## src/rtl/csr_timer_pkg.sv

```systemverilog
// Shared constants for the LoongArch timer CSRs (TID/TCFG/TVAL/TICLR):
// CSR addresses, field positions and the ESTAT interrupt bit the timer drives.
package csr_timer_pkg;

  localparam logic [13:0] CSR_TID   = 14'h0040;
  localparam logic [13:0] CSR_TCFG  = 14'h0041;
  localparam logic [13:0] CSR_TVAL  = 14'h0042;
  localparam logic [13:0] CSR_TICLR = 14'h0044;

  localparam int TCFG_EN          = 0;
  localparam int TCFG_PERIODIC    = 1;
  localparam int TCFG_INITVAL_LSB = 2;
  localparam int TCFG_INITVAL_MSB = 31;
  localparam int TICLR_CLR        = 0;
  localparam int ESTAT_IS_11      = 11;

  function automatic logic is_timer_csr(input logic [13:0] num);
    logic hit;
    case (num)
      CSR_TID, CSR_TCFG, CSR_TVAL, CSR_TICLR: hit = 1'b1;
      default:                                hit = 1'b0;
    endcase
    return hit;
  endfunction

endpackage

```

## src/rtl/csr_timer_stable_counter.sv

```systemverilog
// 64-bit free-running stable counter read by RDCNTVL.W / RDCNTVH.W.
module csr_timer_stable_counter
  import csr_timer_pkg::*;
(
  input  logic        clk,
  input  logic        reset,
  output logic [63:0] cnt
);

  logic [63:0] cnt_q;
  logic [63:0] cnt_d;

  // next count, wrapping naturally at 2^64
  always_comb begin
    cnt_d = cnt_q + 64'd1;
  end

  // counter register
  always_ff @(posedge clk) begin
    if (reset) begin
      cnt_q <= 64'd0;
    end else begin
      cnt_q <= cnt_d;
    end
  end

  assign cnt = cnt_q;

endmodule

```

## src/rtl/csr_timer.sv

```systemverilog
// LoongArch timer CSR block: TID/TCFG/TVAL/TICLR, countdown timer with
// one-shot/periodic modes, timer interrupt, and the 64-bit stable counter.
module csr_timer
  import csr_timer_pkg::*;
#(
  parameter int          TIMER_N = 32,
  parameter logic [31:0] CPU_ID  = 32'h0000_0000
) (
  input  logic        clk,
  input  logic        reset,
  input  logic [13:0] csr_num,
  input  logic        csr_re,
  input  logic        csr_we,
  input  logic [31:0] csr_wdata,
  output logic        csr_hit,
  output logic [31:0] csr_rdata,
  output logic        timer_int,
  output logic [63:0] stable_cnt,
  output logic [31:0] counter_id
);

  localparam logic [TIMER_N-1:0] TVAL_ZERO = {TIMER_N{1'b0}};
  localparam logic [TIMER_N-1:0] TVAL_ONE  = {{(TIMER_N-1){1'b0}}, 1'b1};
  localparam logic [TIMER_N-1:0] TVAL_ONES = {TIMER_N{1'b1}};

  logic [31:0]          tid_q, tid_d;
  logic                 en_q, en_d;
  logic                 per_q, per_d;
  logic                 armed_q, armed_d;
  logic                 int_q, int_d;
  logic [TIMER_N-3:0]   initval_q, initval_d;
  logic [TIMER_N-1:0]   tval_q, tval_d;
  logic                 wr_tid, wr_tcfg, wr_ticlr;
  logic                 expire;
  logic [31:0]          rdata_mux;

  assign wr_tid   = csr_we && (csr_num == CSR_TID);
  assign wr_tcfg  = csr_we && (csr_num == CSR_TCFG);
  assign wr_ticlr = csr_we && (csr_num == CSR_TICLR);

  // CSR writes, countdown and interrupt next-state
  always_comb begin
    tid_d     = tid_q;
    en_d      = en_q;
    per_d     = per_q;
    initval_d = initval_q;
    tval_d    = tval_q;
    armed_d   = armed_q;
    int_d     = int_q;
    expire    = 1'b0;

    if (wr_tid) begin
      tid_d = csr_wdata;
    end else begin
      tid_d = tid_q;
    end

    // a TCFG write pre-empts countdown and expiry for that cycle
    if (wr_tcfg) begin
      en_d      = csr_wdata[TCFG_EN];
      per_d     = csr_wdata[TCFG_PERIODIC];
      initval_d = csr_wdata[TIMER_N-1:TCFG_INITVAL_LSB];
      if (csr_wdata[TCFG_EN]) begin
        tval_d  = {csr_wdata[TIMER_N-1:TCFG_INITVAL_LSB], 2'b00};
        armed_d = 1'b1;
      end else begin
        tval_d  = tval_q;
        armed_d = 1'b0;
      end
    end else if (en_q && armed_q) begin
      if (tval_q != TVAL_ZERO) begin
        tval_d = tval_q - TVAL_ONE;
      end else begin
        expire = 1'b1;
        if (per_q) begin
          tval_d  = {initval_q, 2'b00};
          armed_d = 1'b1;
        end else begin
          tval_d  = TVAL_ONES;
          armed_d = 1'b0;
        end
      end
    end else begin
      tval_d = tval_q;
    end

    // expiry set beats a same-cycle TICLR clear
    if (expire) begin
      int_d = 1'b1;
    end else if (wr_ticlr && csr_wdata[TICLR_CLR]) begin
      int_d = 1'b0;
    end else begin
      int_d = int_q;
    end
  end

  // timer state registers
  always_ff @(posedge clk) begin
    if (reset) begin
      tid_q     <= CPU_ID;
      en_q      <= 1'b0;
      per_q     <= 1'b0;
      initval_q <= {(TIMER_N-2){1'b0}};
      tval_q    <= TVAL_ONES;
      armed_q   <= 1'b0;
      int_q     <= 1'b0;
    end else begin
      tid_q     <= tid_d;
      en_q      <= en_d;
      per_q     <= per_d;
      initval_q <= initval_d;
      tval_q    <= tval_d;
      armed_q   <= armed_d;
      int_q     <= int_d;
    end
  end

  // read mux from current register values (no write bypass)
  always_comb begin
    rdata_mux = 32'h0000_0000;
    case (csr_num)
      CSR_TID:   rdata_mux = tid_q;
      CSR_TCFG:  rdata_mux = 32'({initval_q, per_q, en_q});
      CSR_TVAL:  rdata_mux = 32'(tval_q);
      CSR_TICLR: rdata_mux = 32'h0000_0000;
      default:   rdata_mux = 32'h0000_0000;
    endcase
  end

  assign csr_hit    = is_timer_csr(csr_num);
  assign csr_rdata  = (csr_re && csr_hit) ? rdata_mux : 32'h0000_0000;
  assign timer_int  = int_q;
  assign counter_id = tid_q;

  csr_timer_stable_counter u_stable_counter (
    .clk   (clk),
    .reset (reset),
    .cnt   (stable_cnt)
  );

endmodule

```

## config.mk

```make
export PLATFORM = sky130hd
export DESIGN_NAME = csr_timer
export DESIGN_NICKNAME = d
export VERILOG_FILES = /design/src/rtl/csr_timer_pkg.sv /design/src/rtl/csr_timer_stable_counter.sv /design/src/rtl/csr_timer.sv
export SDC_FILE = /design/constraint.sdc
export NUM_CORES = 1
export LEC_CHECK = 0
export ABC_AREA = 1
export CORE_MARGIN = 4
export CORE_UTILIZATION = 45
export CTS_BUF_LIST = sky130_fd_sc_hd__clkbuf_2
export DETAILED_ROUTE_END_ITERATION = 12
export GPL_TIMING_DRIVEN = 0
export PLACE_DENSITY = 0.75
export SKIP_LAST_GASP = 1
export SLEW_MARGIN = 20
export SYNTH_ARGS = -nofsm -noshare
export SYNTH_HDL_FRONTEND = slang
export SYNTH_SLANG_ARGS = --single-unit
```

## constraint.sdc

```tcl
create_clock -name clk -period 2.3 [get_ports clk]
set_clock_uncertainty 0.2 [all_clocks]
set_input_delay 0.23 -clock clk [delete_from_list [all_inputs] [get_ports clk]]
set_output_delay 0.23 -clock clk [all_outputs]
set_load 0.1 [all_outputs]
```

==> reports/summary.txt <==
status: complete, but fails checks
violations in the final reports: setup timing
Total GRT Usage: 33.3%
CP cell instances: buf_4 > nor2_4 > nand4_1 > nor2_2 > buf_4 > a22oi_2 > nor2_2 > buf_6 > buf_8 > nand2_1 > clkinvlp_4 > buf_12
die width: 156 um
clock period minus worst slack: 2.46 ns
synthesized net count: 1,698
count leader, synth: nand2_1
Final period util: 107%
vias per cell: 5.57
Data required, critical path: 1.87 ns
gp weighted congestion: 0.947
unrepaired setup endpoints after global routing: yes
clock sink total: 162
endpoints failing setup: 34
Clock Power Share: 33.4%
Post-DRT Antenna Nets: 0
Root Driver: clkbuf_2
post-synth top area cell: dfxtp_1
Final Non-Filler Cells: 2,221
clk buf depth: 2
Die ar.: 0.0244 mm2
Max Freq: 0.406 GHz
DR vias: 12,400
Slew Limit Headroom: 41.9%
final design utilization: 66.5%
height of the die: 156 um
final max-slew violation count: 0
crit-path max cell delay: 0.23 ns
top cells by area, synth: dfxtp_1 (33%), nand2_1 (18%), nand3_1 (11%), inv_1 (8.0%), nor2_1 (6.3%)
Cell Pwr Density: 338 mW/mm2
CP max stage cell: nand4_1
Iter 0 DRT Violations: 1,093
Logic pwr share: 7.6%
TritonCTS clock tree: done
vias in the first global route: 11,800
Synth Cell Area: 0.00989 mm2
CTS Buf Count: 17
Final Hold Viols: 0
Syn. warnings: 0
routed length per instance: 19.6 um
worst hold path depth: 8
DRT Pass-1 Iters: 6
reg2reg path depth: 7
CP Class: primary input to primary output
Net Sw Power: 1.40 mW
Static Leak: 5.97 nW
Port Buffers: 177
initial antenna violation count: 2
maxcap violations: 0
Post-synth EDFFs: 0
area grow syn2layout: 43.5%
Worst-path clk slew: 0.29 ns
Initial Util: 46.3%
crit path DAT: 2.03 ns
H-tree Lvls: 4
Core ar.: 0.0214 mm2
Critical Path Sink Type: primary output
row count: 53
layout cell share with drive strength beyond 1: 23.9%
FFs w/ async S/R, synth: 0%
I/O Pins: 180
WL final: 43,600 um
worst ir drop on vdd: 0.000245 V
Final HPWL DP: 29,900 um
Slew @ Worst Pin: 0.871 ns
Seq/Total Area, Yosys: 32.8%
Post-synth top flop: dfxtp_1
Yosys cell types: 43
largest fanout on the critical path: 6
largest net degree at the start of global routing: 17
post-synth top area share: 32.8%
Syn Inst Count: 1,645
Seq pwr share: 59.0%
setup ws final: -0.163 ns
final global-route overflow total: 0
cell internal pwr: 3.40 mW
Mean Syn Cell Area: 6.01 um2
Placed Cells: 2,097
worst min-delay path category: primary input to flop
insertion delay to the later sink of the worst-skew pair: 0.80 ns
synthesized flop and latch total: 162
CP startpoint kind: primary input
Final #Nets: 1,984
Post-synth top cells: nand2_1 (473), nand3_1 (212), inv_1 (210), nor2_1 (167), dfxtp_1 (162)
total power: 4.79 mW
first-pass GRT wire length: 63,900 um
drt drc: 0
switch share: 29.2%
-- cells in the final DEF, fill, tap and decap left out, drive strengths merged, types with 2 or more instances in the layout --
cell and n:
a31oi 2, a21oi 109, clkbuf 64, o21ai 90, diode 2, clkinvlp 29, or2 12, nand3 218
clkdlybuf4s50 33, clkinv 14, nor3 33, o21a 5, nand3b 3, nand2 478, dlygate4sd3 48, xnor2 2
ha 3, inv 198, dfxtp 162, clkdlybuf4s18 10, and2 3, clkdlybuf4s15 45, buf 148, nand4 28
xor2 12, nor2 183, o211ai 3
-- metrics by stage --
stage | cell area [um2] | TNS, ns | worst slack (ns) | hold slack, ns
2_1_floorplan | 10000 | 0 | 0.00603 | 0.174
3_3_place_gp | 12200 | -64.23 | -1.72 | 0.220
3_5_place_dp | 12200 | -68.18 | -1.75 | 0.235
4_1_cts | 13800 | -0.0555 | -0.0180 | 0.0477
5_1_grt | 14200 | -4.36 | -0.218 | 0.0795
6_report | 14200 | -2.13 | -0.163 | 0.0960
-- final timing paths --
kind | startpoint | endpoint | slack [ns]
hold reg to reg | u_stable_counter.cnt[0] | u_stable_counter.cnt[0] | 0.27
setup / recovery | csr_num[2] | csr_rdata[12] | -0.16
hold / removal | csr_num[7] | armed_q | 0.1
setup reg to reg | u_stable_counter.cnt[13] | u_stable_counter.cnt[49] | 0.05
-- per-layer routing --
metal  part of all wire, %  wire length, um  GRT usage [%]
met5                     0                0              0
met4                   4.5             1970           14.0
met3                   7.0             3060           5.03
met2                    50            22000           60.2
met1                    38            16600           39.0
-- power groups by stage --
stage          Clock [mW]  Combinational (mW)  Sequential, mW
2_1_floorplan           0              0.0800            2.91
3_3_place_gp            0               0.263            2.88
3_5_place_dp            0               0.263            2.88
4_1_cts              1.59               0.331            2.83
5_1_grt              1.73               0.380            2.83
6_report             1.60               0.366            2.83
-- logic make-up (layout without fill, tap and decap cells) --
kind of cell	after synthesis	in the layout	synth area share, %
other	0	2	0
XOR/XNOR	14	14	1.24
AO/OA/AOI/OAI	211	211	11.0
multiplexers	1	1	0.101
adder cells (fa/ha/maj)	3	3	0.379
AND/OR/NAND/NOR	961	961	42.8
buffers and inverters	293	592	11.7
flip-flops	162	162	32.8
-- what timing repair did --
item | in CTS | in global routing
cloned | 5 | 4
hold buffers | 47 | 1
gates resized for setup | 720 | 221
pin swaps | 21 | 30
endpoints found under the hold margin | 100 | 3
setup endpoints to repair | 132 | 122
setup buffers | 27 | 9
-- registers in the layout, summed over array words and instances (netlist names) --
signal	cells
en_q	1
counter_id	32
per_q	1
tval_q	32
timer_int	1
u_stable_counter.cnt	64
initval_q	30
armed_q	1
-- area by class of cell --
type | instances | area [um2]
Timing Repair Buffer | 268 | 2900
Inverter | 228 | 963
Buffer | 64 | 527
Antenna cell | 2 | 5.00
Sequential cell | 162 | 3300
Tap cell | 275 | 344
Clock inverter | 14 | 133
Clock buffer | 18 | 90.1
Multi-Input combinational cell | 1190 | 5940
Fill cell | 1912 | 7150
-- critical path: cells and delay by family --
kind | cells | cell delay (ns)
AOI/OAI and AO/OA | 1 | 0.08
buffers and inverters | 6 | 0.94
and+or+nand+nor | 5 | 0.78
(Power assumes the default switching activity.)
